## config.mk

```make
export PLATFORM = sky130hd
export DESIGN_NAME = spinner_arbiter
export DESIGN_NICKNAME = d
export VERILOG_FILES = /design/src/rtl/spinner_pkg.sv /design/src/rtl/spinner_arbiter_quad_step.sv /design/src/rtl/spinner_arbiter.sv
export SDC_FILE = /design/constraint.sdc
export NUM_CORES = 1
export LEC_CHECK = 0
export ABC_AREA = 0
export BUFFER_PORTS_ARGS = -buffer_cell sky130_fd_sc_hd__buf_2
export CORE_MARGIN = 3
export CORE_UTILIZATION = 55
export DETAILED_ROUTE_END_ITERATION = 8
export PLACE_DENSITY = 0.87
export SLEW_MARGIN = 20
export SYNTH_ARGS = -nofsm -noshare
export SYNTH_HDL_FRONTEND = slang
export SYNTH_HIERARCHICAL = 1
export SYNTH_SLANG_ARGS = --single-unit
export TNS_END_PERCENT = 5
```

## constraint.sdc

```tcl
create_clock -name clk_12m -period 4.45 [get_ports clk_12m]
set_input_delay 0.445 -clock clk_12m [delete_from_list [all_inputs] [get_ports clk_12m]]
set_output_delay 0.445 -clock clk_12m [all_outputs]
set_load 0.02 [all_outputs]
```

## src/rtl/spinner_pkg.sv

```systemverilog
// Shared types and helpers for the emulated Arkanoid spinner.
// Quadrature encoding matches the AB pin levels driven to the core.
package spinner_pkg;

  localparam int POS_W_DEF = 12;

  typedef enum logic [1:0] {
    Q11 = 2'b11,
    Q01 = 2'b01,
    Q00 = 2'b00,
    Q10 = 2'b10
  } quad_t;

  function automatic quad_t quad_next(
    input quad_t s,
    input logic  dir_neg
  );
    quad_t n;
    n = s;
    unique case (s)
      Q11: n = dir_neg ? Q10 : Q01;
      Q01: n = dir_neg ? Q11 : Q00;
      Q00: n = dir_neg ? Q01 : Q10;
      Q10: n = dir_neg ? Q00 : Q11;
      default: n = Q11;
    endcase
    return n;
  endfunction

  // Symmetric clamp so the backlog magnitude never exceeds 2^(w-1)-1.
  function automatic int sat_add(
    input int pos,
    input int dx,
    input int w
  );
    int lim;
    int sum;
    lim = (1 << (w - 1)) - 1;
    sum = pos + dx;
    if (sum > lim) return lim;
    if (sum < -lim) return -lim;
    return sum;
  endfunction

endpackage

```

## src/rtl/spinner_arbiter_quad_step.sv

```systemverilog
// Quadrature state machine: one AB transition per step request.
// Direction follows the sign of the backlog being drained.
module spinner_arbiter_quad_step
  import spinner_pkg::*;
(
  input  logic       clk_12m,
  input  logic       reset,
  input  logic       step,
  input  logic       dir_neg,
  output logic [1:0] spinner
);

  quad_t state;
  quad_t state_n;

  always_ff @(posedge clk_12m) begin
    if (!reset) begin
      state <= Q11;
    end else begin
      state <= state_n;
    end
  end

  always_comb begin
    state_n = state;
    if (step) begin
      state_n = quad_next(state, dir_neg);
    end
  end

  assign spinner = state;

endmodule

```

## src/rtl/spinner_arbiter.sv

```systemverilog
// Spinner arbiter: mouse/joystick ownership and backlog accumulator
// drained one quadrature step per STEP_DIV cycles.
module spinner_arbiter
  import spinner_pkg::*;
#(
  parameter int POS_W      = POS_W_DEF,
  parameter int STEP_DIV   = 3000,
  parameter int JOY_PERIOD = 96000,
  parameter int JOY_SLOW   = 4,
  parameter int JOY_FAST   = 9,
  parameter int MOUSE_HOLD = 1200000
) (
  input  logic                    clk_12m,
  input  logic                    reset,
  input  logic                    mouse_toggle,
  input  logic signed [8:0]       mouse_dx,
  input  logic                    joy_right,
  input  logic                    joy_left,
  input  logic                    joy_fast,
  output logic [1:0]              spinner,
  output logic signed [POS_W-1:0] position,
  output logic                    owner,
  output logic                    step_strobe
);

  localparam int SW = (STEP_DIV > 1) ? $clog2(STEP_DIV) : 1;
  localparam int JW = (JOY_PERIOD > 1) ? $clog2(JOY_PERIOD) : 1;
  localparam int HW = $clog2(MOUSE_HOLD + 1);

  localparam logic [SW-1:0] STEP_LAST = SW'(STEP_DIV - 1);
  localparam logic [JW-1:0] JOY_LAST  = JW'(JOY_PERIOD - 1);
  localparam logic [HW-1:0] HOLD_INIT = HW'(MOUSE_HOLD);

  localparam logic signed [POS_W-1:0] ONE  = POS_W'(1);
  localparam logic signed [POS_W-1:0] SLOW = POS_W'(JOY_SLOW);
  localparam logic signed [POS_W-1:0] FAST = POS_W'(JOY_FAST);

  logic                    toggle_q;
  logic [SW-1:0]           step_cnt;
  logic [JW-1:0]           joy_cnt;
  logic [HW-1:0]           hold_cnt;
  logic                    evt;
  logic                    tick;
  logic                    pos_neg;
  logic                    do_step;
  logic                    joy_one;
  logic                    reload;
  logic signed [POS_W-1:0] joy_mag;
  logic signed [POS_W-1:0] dx_ext;
  logic signed [POS_W-1:0] pos_step;
  logic signed [POS_W-1:0] pos_joy;
  logic signed [POS_W-1:0] pos_mouse;
  logic signed [POS_W-1:0] pos_next;

  always_comb begin
    evt     = mouse_toggle ^ toggle_q;
    tick    = (step_cnt == STEP_LAST);
    pos_neg = position[POS_W-1];
    do_step = tick && (position != '0);
    joy_one = !owner && (joy_right ^ joy_left);
    reload  = joy_one && (joy_cnt == JOY_LAST);
    joy_mag = joy_fast ? FAST : SLOW;
    dx_ext  = {{(POS_W - 9){mouse_dx[8]}}, mouse_dx};

    pos_step = position;
    if (do_step) begin
      pos_step = pos_neg ? position + ONE : position - ONE;
    end

    pos_joy = pos_step;
    if (reload) begin
      pos_joy = joy_right ? joy_mag : -joy_mag;
    end

    // A mouse packet supersedes a same-edge joystick reload and
    // lands on the post-step backlog; reversal drops the backlog.
    pos_mouse = dx_ext;
    if (pos_step == '0 || pos_step[POS_W-1] == mouse_dx[8]) begin
      pos_mouse = POS_W'(sat_add(int'(pos_step), int'(dx_ext), POS_W));
    end

    pos_next = evt ? pos_mouse : pos_joy;
  end

  always_ff @(posedge clk_12m) begin
    if (!reset) begin
      toggle_q    <= mouse_toggle;
      step_cnt    <= '0;
      joy_cnt     <= '0;
      hold_cnt    <= '0;
      owner       <= 1'b0;
      position    <= '0;
      step_strobe <= 1'b0;
    end else begin
      toggle_q    <= mouse_toggle;
      step_cnt    <= tick ? '0 : step_cnt + 1'b1;
      joy_cnt     <= (joy_one && !reload) ? joy_cnt + 1'b1 : '0;
      step_strobe <= do_step;
      position    <= pos_next;
      if (evt) begin
        owner    <= 1'b1;
        hold_cnt <= HOLD_INIT;
      end else if (hold_cnt != '0) begin
        hold_cnt <= hold_cnt - 1'b1;
        if (hold_cnt == HW'(1)) begin
          owner <= 1'b0;
        end
      end
    end
  end

  spinner_arbiter_quad_step u_quad (
    .clk_12m (clk_12m),
    .reset   (reset),
    .step    (do_step),
    .dir_neg (pos_neg),
    .spinner (spinner)
  );

endmodule
```

==> After elaboration in Yosys (flattened, before gate mapping) <==
Cells that the tools add are included.
{ "totals": {"ff_bits": 67, "in_bits": 15, "output_inout_bits": 16, "elab_cells": 71} }
{ "classes": {"add_sub_neg": 7, "n_lt_le_gt_ge": 2, "n_eq_ne": 7, "mux": 26, "bitwise": 3, "reduce_logical": 17} }
{ "ops": {"columns": ["op", "n"], "rows": [
  ["$mux 12", 9],
  ["$mux 21", 2],
  ["$eq 21x1->1 const B", 1],
  ["$reduce_bool 21->1", 1],
  ["$sub 21x1->21 const B", 1],
  ["$add 17x1->17 const B", 1],
  ["$eq 17x17->1 const B", 1],
  ["$add 12x9->13", 1],
  ["$gt 13x12->1 const B", 1],
  ["$lt 13x12->1 const B", 1],
  ["$add 12x1->12 const B", 1],
  ["$add 12x2->12 const B", 1],
  ["$eq 12x12->1 const B", 1],
  ["$logic_not 12->1", 1],
  ["$neg 4->12", 1],
  ["$reduce_bool 12->1", 1],
  ["$sub 12x2->12 const B", 1],
  ["$mux 11", 1],
  ["$mux 1", 8],
  ["$mux 2", 4],
  ["$pmux 2 s4", 1],
  ["$eq 2x2->1 const B", 2],
  ["$logic_and 1x1->1", 4],
  ["$mux 4", 1],
  ["other kinds (10)", 15]
]} }

==> Longest topological paths before layout <==
{ "logic_depth": {"depth_word": 13, "depth_mapped": 19, "ltp_nobuf": 19} }

==> Hierarchy <==
Netlist, hierarchy kept.
{ "modules_own_cells": {"columns": ["mod", "instances", "cells_per_inst", "area_per_inst_um2", "seq_area_each_um2"], "rows": [
  ["spinner_arbiter", 1, 507, 4181.5, 1301.2],
  ["spinner_arbiter_quad_step", 1, 9, 88.8, 40.0]
]} }

==> Least setup slack after synthesis <==
No wires, ideal clock.
{ "synth_timing": {"path_type": "register -> register", "start": "register position[11]", "end": "register position[0]", "setup_ns": 0.092, "arrival_ns": 4.416, "setup_slack_ns": -0.058, "stages_incl_launch_ff": 19, "synth_period_minus_slack_ns": 4.508, "cell_sequence": "dfxtp_1 -> inv_1 -> ha_1 -> nor4b_1 -> and4b_1 -> or2_1 -> buf_6 -> clkbuf_1 -> xnor2_1 -> ha_1 -> fa_1 -> a21oi_1 -> o211ai_1 -> o41ai_1 -> xnor2_1 -> or4_1 -> nor3_1 -> nor3b_1 -> o32ai_1"} }
{ "synth_between": {"elab_chain_cells": 12, "word_cells_on_any_way": 24} }
{ "synth_rtl": {"columns": ["item", "line_no", "rtl"], "rows": [
  ["start: declaration", "spinner_arbiter.sv:21", "output logic signed [POS_W-1:0] position,"],
  ["start signal: assignment", "spinner_arbiter.sv:99", "position <= pos_next;"],
  ["$sub 12x2->12 (tied with other cells)", "spinner_arbiter.sv:67", "pos_step = pos_neg ? position + ONE : position - ONE;"],
  ["$mux 12 or $logic_and 1x1->1 (tied branches)", "spinner_arbiter.sv:67, spinner_arbiter.sv:59", null],
  ["$mux 12 (*)", "spinner_arbiter.sv:66", "if (do_step) begin"],
  ["$add 12x9->13", "spinner_pkg.sv:39", "sum = pos + dx;"],
  ["$lt 13x12->1", "spinner_pkg.sv:41", "if (sum < -lim) return -lim;"],
  ["$mux 1 (2 in series)", "spinner_pkg.sv:41", null],
  ["$mux 1", "spinner_arbiter.sv:78", "if (pos_step == '0 || pos_step[POS_W-1] == mouse_dx[8]) begin"],
  ["$mux 12", "spinner_pkg.sv:42", "return sum;"],
  ["$mux 12", "spinner_pkg.sv:41", null],
  ["$mux 12", "spinner_arbiter.sv:78", null],
  ["$mux 12 (*)", "spinner_arbiter.sv:82", "pos_next = evt ? pos_mouse : pos_joy;"]
]} }
Mark *: on every way between the ends. The rest lies on a longest branch, timed or not. The select of a mux whose other input is x is not followed.
A chain may end at the register's enable or synchronous reset.

==> Final worst setup path <==
Ends and elaborated chain as after synthesis.

==> impl_metrics.ini <==
[min_path]
hp-class = in -> reg
min_to = toggle_q$_DFF_P_
hold_depth = 1
min_from = mouse_toggle

[critical_path]
critPathCaptureType = register
critPathRequiredTime_ns = 4.70
worstReg2RegEnd = position[0]$_SDFF_PN0_
worstPathMaxFanout = 6
rrSetupSlack_ns = 0.17
reg2reg_depth = 16
reg2reg_from = position[11]$_SDFF_PN0_
worstSetupPathType = reg -> reg
cp.arrival_ns = 4.53
worstSetupStartpointType = register

[clock_network]
cts.clk_slew.worst_paths_ns = 0.08
cts_sinks = 67
cts_max_path_buffers = 2
htree_levels = 3
cts_tree = built
hold_buffers = 0
numCtsBuffers = 9
root_buffer = clkbuf_8
clkLatencyLatePin_ns = 0.34

[cells_and_area]
final_util = 0.659
fill_cells = 601
final_nets = 607
final_cell_mix = nor2_1 (71), dfxtp_1 (66), xnor2_1 (38), nand2_1 (33), buf_2 (30)
final_area_um2 = 4880
final_layout_size_suffix_gt1_frac = 0.161
diodes = 0
area_growth_pct = 14.3
final_common_cell = nor2_1

[floorplanning]
initial_core_util = 0.576
die_y_um = 94.1
num_rows = 31
chipWidth_um = 94.1
ios = 31
core_um2 = 7410
dieArea_um2 = 8860

[sta]
worstMarginPinSlew_ns = 0.945
hold_viol = 0
fin_crit_sh = 0.962
final.min_clock_period_ns = 4.28
fin_worst_skew_ns = 0.00711
setup_viol = 0
worst_slack_ns = 0.171
slew_viol_final = 0
max_freq_mhz = 234
slew_headroom = 0.366

[yosys]
ys_seq_area_frac = 0.314
synth_top_area_cell = dfxtp_1
ys_seq_elements = 67
synth_top_area_frac = 0.314
avgSynthCellArea_um2 = 8.28
synth_edf_count = 0
synth_ff_type = dfxtp_1
synth_cells = 516
synthTopCellsByArea = dfxtp_1 (31%), ha_1 (8.5%), xnor2_1 (7.8%)
async_reset_ff_frac = 0
synth.cell_area_um2 = 4270
ys_warn_count = 6
syn_nets = 562
synth_cell_types = 59

[route]
vias = 3921
first_pass_iters = 5
drt_iter0_markers = 239
wl_um = 10000
drcViolationCount = 0
viasPerCell = 5.90
wire_per_inst_um = 15.1
ant_nets = 0

[grt]
grtUsageMet2 = 0.379
antenna_found_initial = 0
grt.total_usage = 0.228
grtUsageMet3 = 0.0537
first_global_vias = 3639
gr-usage-met1 = 0.281
grt.overflow.total = 0
grt_max_degree = 24
grt_pass1_wl_um = 16200
gr-max-usage-layer = met2

[placement]
dp_slack_ns = 0.0319
io_buffers = 30
dpl.hpwl_um = 7550
routabilityCongestion = 0.935
dpl_cell_area_um2 = 4570

[outcome]
status = finished clean

[run]
cap_violations = 0

[power]
powerDensity_nw_per_um2 = 481
ir_drop_uv = 216
power.leakage_uw = 0.00193
[report_power, final]
part,switching (µW),internal [µW],leakage (µW),total (µW)
combinational,660,470,0.00130,1130
sequential,61.0,650,0.000548,711
clock,250,261,0.0000881,511
total,970,1380,0.00193,2350
[through the flow]
stage / TNS [ns] / power, µW / hold slack, ns / std cells
finish: 0 / 2350 / 0.255 / 665
global route: -0.0166 / 2490 / 0.253 / 665
floorplan: 0 / 1500 / 0.430 / 516
CTS: 0 / 2270 / 0.246 / 659
global placement: 0 / 1720 / 0.443 / 643
detailed placement: 0 / 1760 / 0.459 / 643
[synth_stat cells (all sizes together), types with 4 or more instances]
master and instances:
nor3 12, o21bai 5, and2 4, xnor2 38, a21boi 10, a31oi 4, inv 20, a21oi 24
nand3 21, xor2 24, nand2 34, and3 11, or4 4, nor2 73, a211oi 6, o21ai 39
clkbuf 9, o22ai 6, mux2i 11, dfxtp 67, nand4 4, ha 29, a21o 4, nor4 10
nand2b 4
[layout make-up]
| class | count | area (µm²) | area share |
|---|---|---|---|
| Multi-Input combinational cell | 417 | 2870 | 0.588 |
| Sequential cell | 67 | 1340 | 0.275 |
| Timing Repair Buffer | 44 | 255 | 0.0523 |
| Clock buffer | 9 | 124 | 0.0254 |
| Tap cell | 99 | 124 | 0.0254 |
| Inverter | 21 | 82.6 | 0.0169 |
| Clock inverter | 7 | 77.6 | 0.0159 |
| Timing Repair inverter | 1 | 7.51 | 0.00154 |
[worst max-delay path, stage by stage (launching register included)]
cell        delay, ns
dfxtp_2          0.39
clkinvlp_4       0.18
ha_1             0.22
nor4b_1          0.15
and4b_1          0.24
or2_4            0.28
mux2i_2          0.33
ha_1             0.31
a211oi_1         0.36
o21ai_0          0.15
a21oi_1          0.18
xor2_1           0.24
nand4b_1         0.14
or4_1            0.49
nor3_1           0.15
nor3b_1          0.09
o32ai_1          0.27
[worst max-delay path by stage]
stage | startpoint | depth (start not counted) | to | slack (ns)
global route | position[11]$_SDFF_PN0_ | 18 | position[0]$_SDFF_PN0_ | -0.02
global placement | position[11]$_SDFF_PN0_ | 16 | position[0]$_SDFF_PN0_ | 0.18
finish | position[11]$_SDFF_PN0_ | 16 | position[0]$_SDFF_PN0_ | 0.17
floorplan | position[11]$_SDFF_PN0_ | 18 | position[0]$_SDFF_PN0_ | 0.07
detailed placement | position[11]$_SDFF_PN0_ | 16 | position[0]$_SDFF_PN0_ | 0.03
CTS | position[11]$_SDFF_PN0_ | 16 | position[0]$_SDFF_PN0_ | 0.03
[repair_timing]
| item | CTS | global route |
|---|---|---|
| pin swaps | 0 | 2 |
| gates cloned | 0 | 1 |
| setup endpoints to repair | 1 | 11 |
| buffers inserted | 0 | 5 |
| gates resized for setup | 1 | 23 |
[layer usage]
layer	vias to the layer above	part of all wire
met5	-	0
met3	37	0.067
li1	1927	-
met1	1807	0.43
met2	150	0.47
met4	0	0.031
[kinds of logic (layout without fill, tap and decap cells)]
kind of cell | count (synthesis) | count (layout) | synth area share
xor gates and xnor gates | 62 | 62 | 0.127
adders and majority gates | 32 | 32 | 0.0967
muxes | 14 | 14 | 0.0337
AOI/OAI and AO/OA | 112 | 112 | 0.166
and+or+nand+nor | 197 | 197 | 0.231
DFF | 67 | 67 | 0.314
buffers and inverters | 32 | 82 | 0.0316
[flip-flops by register name, indices dropped and copies added, names as in the netlist]
register        count
owner               1
position           12
step_cnt           12
u_quad/spinner      2
hold_cnt           21
step_strobe         1
joy_cnt            17
toggle_q            1
Note: power is estimated with default switching activity, not from simulation.
